### src/rtl/async_fifo_wr_ctrl.sv
// ---------------------------------------------------------------------------
// async_fifo_wr_ctrl
//   Write-side controller of a dual-clock FIFO, entirely in the CLK domain.
//   Keeps the write pointer in binary and Gray form. Brings the read-domain
//   Gray pointer in through a two-flop synchronizer and derives full, the
//   free-entry count and a sticky overflow flag. Drives the storage RAM
//   write port.
//
// Ports
//   CLK            write-domain clock
//   nRST           synchronous active-low reset
//   enq__ENA       enqueue request
//   enq_v          enqueue data
//   enq__RDY       FIFO not full (enqueue accepted when ENA & RDY)
//   rptrGray       read pointer, Gray code, asynchronous to CLK
//   wptrGray       registered write pointer, Gray code, to the read domain
//   freeCount      free entries, 0..2^width
//   errOverflow    sticky: enqueue attempted while full
//   ramWrite__ENA  storage write strobe
//   ramAddr        storage write address
//   ramData        storage write data
// ---------------------------------------------------------------------------
module async_fifo_wr_ctrl #(
  parameter int width     = 4,
  parameter int dataWidth = 32
) (
  input  logic                 CLK,
  input  logic                 nRST,
  input  logic                 enq__ENA,
  input  logic [dataWidth-1:0] enq_v,
  output logic                 enq__RDY,
  input  logic [width:0]       rptrGray,
  output logic [width:0]       wptrGray,
  output logic [width:0]       freeCount,
  output logic                 errOverflow,
  output logic                 ramWrite__ENA,
  output logic [width-1:0]     ramAddr,
  output logic [dataWidth-1:0] ramData
);

  localparam logic [width:0] PTR_ONE = {{width{1'b0}}, 1'b1};
  localparam logic [width:0] DEPTH   = {1'b1, {width{1'b0}}};

  // Gray to binary: bit i is the XOR of all Gray bits from the MSB down to i.
  function automatic logic [width:0] gray2bin(input logic [width:0] g);
    logic [width:0] b;
    b[width] = g[width];
    for (int i = width - 1; i >= 0; i--) begin
      b[i] = b[i + 1] ^ g[i];
    end
    return b;
  endfunction

  function automatic logic [width:0] bin2gray(input logic [width:0] b);
    return b ^ (b >> 1);
  endfunction

  logic [width:0] wptr_bin_q, wptr_bin_d;
  logic [width:0] wptr_gray_q, wptr_gray_d;
  logic [width:0] rsync1_q, rsync2_q;
  logic           err_overflow_q, err_overflow_d;

  logic [width:0] rptr_bin_s;
  logic [width:0] used_s;
  logic           full_s;
  logic           accept_s;
  logic           reject_s;

  // Full/free derivation and next-state for pointers and the overflow flag.
  always_comb begin
    rptr_bin_s     = gray2bin(rsync2_q);
    // Full when the write pointer is exactly one lap ahead of the read
    // pointer: in Gray code that means the two MSBs differ, the rest match.
    full_s         = (wptr_gray_q == {~rsync2_q[width], ~rsync2_q[width-1],
                                      rsync2_q[width-2:0]});
    used_s         = wptr_bin_q - rptr_bin_s;
    // Reset wins over any enqueue presented in the same cycle.
    accept_s       = enq__ENA & ~full_s & nRST;
    reject_s       = enq__ENA & full_s;
    wptr_bin_d     = wptr_bin_q;
    wptr_gray_d    = wptr_gray_q;
    err_overflow_d = err_overflow_q;
    if (accept_s) begin
      wptr_bin_d  = wptr_bin_q + PTR_ONE;
      wptr_gray_d = bin2gray(wptr_bin_q + PTR_ONE);
    end else begin
      wptr_bin_d  = wptr_bin_q;
      wptr_gray_d = wptr_gray_q;
    end
    if (reject_s) begin
      err_overflow_d = 1'b1;
    end else begin
      err_overflow_d = err_overflow_q;
    end
  end

  // Pointer registers, read-pointer synchronizer and sticky overflow flag.
  always_ff @(posedge CLK) begin
    if (!nRST) begin
      wptr_bin_q     <= {(width + 1){1'b0}};
      wptr_gray_q    <= {(width + 1){1'b0}};
      rsync1_q       <= {(width + 1){1'b0}};
      rsync2_q       <= {(width + 1){1'b0}};
      err_overflow_q <= 1'b0;
    end else begin
      wptr_bin_q     <= wptr_bin_d;
      wptr_gray_q    <= wptr_gray_d;
      rsync1_q       <= rptrGray;
      rsync2_q       <= rsync1_q;
      err_overflow_q <= err_overflow_d;
    end
  end

  assign enq__RDY      = ~full_s;
  assign wptrGray      = wptr_gray_q;
  assign freeCount     = DEPTH - used_s;
  assign errOverflow   = err_overflow_q;
  assign ramWrite__ENA = accept_s;
  assign ramAddr       = wptr_bin_q[width-1:0];
  assign ramData       = enq_v;

endmodule

### config.mk
export PLATFORM = sky130hd
export DESIGN_NAME = async_fifo_wr_ctrl
export DESIGN_NICKNAME = d
export VERILOG_FILES = /design/src/rtl/async_fifo_wr_ctrl.sv
export SDC_FILE = /design/constraint.sdc
export NUM_CORES = 1
export LEC_CHECK = 0
export ABC_AREA = 1
export BUFFER_PORTS_ARGS = -buffer_cell sky130_fd_sc_hd__buf_2
export CORE_MARGIN = 2
export CORE_UTILIZATION = 30
export CTS_BUF_LIST = sky130_fd_sc_hd__clkbuf_8
export DETAILED_ROUTE_END_ITERATION = 16
export GPL_TIMING_DRIVEN = 0
export RECOVER_POWER = 25
export SLEW_MARGIN = 10
export SYNTH_ARGS = -nofsm -noshare
export SYNTH_HDL_FRONTEND = slang
export SYNTH_SLANG_ARGS = --single-unit
### constraint.sdc
create_clock -name CLK -period 2.6 [get_ports CLK]
set_input_delay 0.26 -clock CLK [delete_from_list [all_inputs] [get_ports CLK]]
set_output_delay 0.26 -clock CLK [all_outputs]
set_load 0.01 [all_outputs]
# ---- Yosys cells after proc, flatten, opt, wreduce, memory -nomap -nowiden
# Cells that the tools add are included.
dict set report word_totals {
  output_inout_bits 49
  inputBits 40
  elab_cells 20
  reg_bits 21
}
dict set report classes {
  bitwise 11
  addsub 3
  n_eq_ne 1
}
# op count
set ops {}
lappend ops {{$add 5x1->5 const B} 1}
lappend ops {{$eq 5x5->1} 1}
lappend ops {{$sub 5x5->5} 1}
lappend ops {{$sub 5x5->5 const A} 1}
lappend ops {{$xor 5x4->5} 1}
lappend ops {{$xor 1x1->1} 4}
lappend ops {{$and 1x1->1} 3}
lappend ops {{$not 1->1} 3}

# ---- Depth between registers and ports, before layout
dict set report logic_depth {
  ltp_word 6
  ltp_mapped 15
  mapped_depth_nobuf 15
}

# ---- Least setup slack after synthesis
# OpenSTA, ideal clock, no wires.
dict set report synth_timing {
  kind {register -> output}
  start {reg rsync2_q[4]}
  end {out freeCount[3]}
  n_path_buf 0
  required_time_ps 2340
  path_slack_ps 383
  path_stages_with_launch 15
  arrival_ps 1957
  cell_sequence {dfxtp_1 xor2_1 nand2_1 nand2_1 inv_1 nand2_1 nand2_1 nand2_1 nand2_1 ha_1 inv_1 ha_1 inv_1 fa_1 xnor2_1}
}
dict set report synth_via {
  elab_chain_len 6
}
# element line
set synth_rtl {}
lappend synth_rtl {{start: declaration} 60} ;# logic [width:0] rsync1_q, rsync2_q;
lappend synth_rtl {{start signal: assignment} 103} ;# rsync2_q <= {(width + 1){1'b0}};
lappend synth_rtl {{start signal: assignment} 109} ;# rsync2_q <= rsync1_q;
lappend synth_rtl {{$xor 1x1->1 (*)} 49} ;# b[i] = b[i + 1] ^ g[i];
lappend synth_rtl {{$xor 1x1->1 (3 in a row)} 49}
lappend synth_rtl {{$sub 5x5->5 (*)} 76} ;# used_s = wptr_bin_q - rptr_bin_s;
lappend synth_rtl {{$sub 5x5->5 (*)} 116} ;# assign freeCount = DEPTH - used_s;
lappend synth_rtl {{end: declaration} 34} ;# output logic [width:0] freeCount,
# Mark *: on every way between the ends. The rest lies on a longest branch, timed or not.

# ---- Final worst setup path
dict set report layout_timing {
  start {reg rsync2_q[4]}
  end {out freeCount[2]}
}
dict set report layout_via {
  elab_chain_len 6
}
# element line
set layout_rtl {}
lappend layout_rtl {{$xor 1x1->1 (*) (2 in a row)} 49}
lappend layout_rtl {{$xor 1x1->1 (2 in a row)} 49}
lappend layout_rtl {{$sub 5x5->5 (*)} 76}
lappend layout_rtl {{$sub 5x5->5 (*)} 116}
# Marks and branches as above.

==> run metrics <==
status complete, no violations; Mapped Area 1350 µm²; die area 5060 µm²; Starting Density 31.1%; CP bufs+invs 5; worst hold path class in2reg; TritonRoute pass-1 iters 4; Post-synth EDFFs 0; Setup Viol. Count Final 0; hold_sp rptrGray[2]; antenna viol nets, final 0; initial DRC count 38; maximum number of pins on one net before global-route repair 11; GP Congestion 0.812; synth top area cells dfxtp_1, buf_4, nand2_1; Final Max Tran Viols 0; slowest stage delay, CP 0.52 ns; worst path cell trace xor2_2 -> nand2_1 -> nand2_2 -> inv_2 -> nand2_2 -> nand2_2 -> nand2_1 -> nand2_1 -> ha_2 -> inv_2 -> ha_4 -> inv_2 -> fa_2 -> inv_2 -> buf_6; Max Fclk 389 MHz; CP Launch Type flip-flop; Post-CTS Hold Buffers 0; Max FO, Critical Path 3; CTS Root Cell clkbuf_8; Worst Setup SP rsync2_q[4]; htree depth 1; Post-Syn Instances 183; #FFs+latches synth 20; CTS tree done; first-pass GRT wire length 4.11 mm; Synth-to-Final Area Change 35.6%; placed inst area 1700 µm²; Max Cap Viol 0; clock slew at reported path FFs 0.06 ns; RSZ-0062 raised after global routing yes; die height 71.1 µm; initial antenna violation count 0; async set or reset register ratio after synthesis 0%; worst slew pin tran 0.402 ns; total number of vias 1217; final hold violation count 0; leading area contributor after synthesis dfxtp_1; clock skew 0.00671 ns; Critical Path End Type output pin; Core Footprint 4350 µm²; num ports 89; Final nets 296; DP HPWL 2.09 mm; Leakage 1.04 nW; vias in the first global route 1041; synth warn 0; Arr. time, crit path 2.31 ns; PortBufs 56; family with the most delay on the worst path adder cells; # rows 24; Top FF cell, synth dfxtp_1; Netlist cell types 21; CTS sink count 20; period utilisation layout 98.9%; Synth Area per Inst 7.39 µm²; Power Dens Cells 507 nW/µm²; Routed WL per cell 8.95 µm; # diodes 0; Synth top area share 29.6%; critical path type reg2out; sequential share of the synthesized area 29.6%; most frequent cells after synthesis nand2_1, inv_1, buf_4; DR DRC count 0; post-route design area 1830 µm²; Slew headroom 73.2%; minimum clock period 2.57 ns; Clock Latency Late Sink 0.26 ns; vias per cell 4.10; syn_nets 232; GRT Overall Usage 9.96%; hold_ws 0.184 ns; Post-Route WL 2.66 mm; most used cell, CP inv_2; top-count cell post-synth nand2_1; CTS Buffer Depth 2; GRT overflow 0; Req. time, crit path 2.34 ns; TritonCTS buffer count 3; slowest cell on the critical path fa_2; layout cell share with drive strength beyond 1 44.9%; Die Wd 71.1 µm; RR Startpoint wptr_bin_q[0]; worst-case vdd ir drop 0.000179 V
## through the flow
step	setup TNS, ns	util [%]	setup WS, ns	power (mW)	instances
floorplan	0	-	0.383	0.583	183
global placement	0	39.0	0.201	0.681	291
detailed placement	0	39.0	0.169	0.687	291
CTS	0	40.5	0.00498	0.889	295
global route	-0.199	42.1	-0.0986	0.997	297
finish	0	42.1	0.0298	0.930	297
## registers in the layout, indices dropped and copies added, names as in the netlist
register	cells
rsync2_q	5
errOverflow	1
wptrGray	4
wptr_bin_q	5
rsync1_q	5
## routing by layer
layer  up-vias  part of all wire, %  GRT usage (%)  wire [µm]
met5         -                    0              0          0
met4         0                  1.2           3.35         32
met3         5                  8.2           2.56        219
met2        53                   47           17.5       1260
met1       523                   43           11.7       1140
li1        636                    -              -          -
## logic make-up (layout without fill, tap and decap cells)
group                      Yosys count  in the layout  share of synthesized area (%)
and+or+nand+nor                     66             66                           21.4
DFF                                 20             20                           29.6
buffers and inverters               68            130                           28.7
AOI/OAI and AO/OA                    8              8                           3.14
adders and majority gates            9              9                           8.88
xor gates and xnor gates            12             12                           8.33
## layout make-up
cell class	count	area [µm²]
Tap cell	52	65.1
Multi-Input combinational cell	95	634
Inverter	33	124
Clock buffer	3	41.3
Sequential cell	20	408
Timing Repair Buffer	59	298
Fill cell	458	2520
Buffer	35	264
## final timing paths
path | end | slack, ns | depth (start not counted)
min reg2reg | rsync2_q[3] | 0.41 | 2
min | rsync1_q[2] | 0.18 | 3
max reg2reg | wptrGray[2] | 1.12 | 5
max | freeCount[2] | 0.03 | 15
## cells in the final DEF, fill, tap and decap left out
master,netlist,final
nand3_1,10,10
ha_1,8,4
buf_8,1,1
clkbuf_1,1,10
fa_2,0,1
nor2_1,9,9
a21oi_1,1,1
o21ai_0,5,5
xnor2_1,4,3
buf_4,32,35
ha_4,0,3
nor2_2,3,3
dfxtp_4,0,2
buf_6,0,1
a211oi_2,0,1
ha_2,0,1
xor2_2,1,2
nand2_4,1,1
xnor2_2,0,1
buf_2,1,47
clkbuf_8,0,3
nand3_4,1,1
inv_1,33,29
nand2_1,42,39
inv_2,0,4
dfxtp_1,20,18
xor2_1,7,6
nand2_2,0,3
o21ai_1,1,1
## where the power goes
group | leakage [nW] | internal, mW | switching [mW]
registers | 0.166 | 0.328 | 0.0242
logic | 0.850 | 0.192 | 0.187
clock network | 0.0216 | 0.103 | 0.0959
## tightest hold or removal path, delay by kind of cell
kind,cells,cell delay (ns)
buffers and inverters,2,0.11
AND/OR/NAND/NOR,1,0.04
## what timing repair did
item	4_1_cts	5_1_grt
resized for setup	6	15
pin swaps	2	8
endpoints found under the setup margin	3	3
buffers inserted	1	2
No activity file was read; power rests on OpenSTA's default activity.
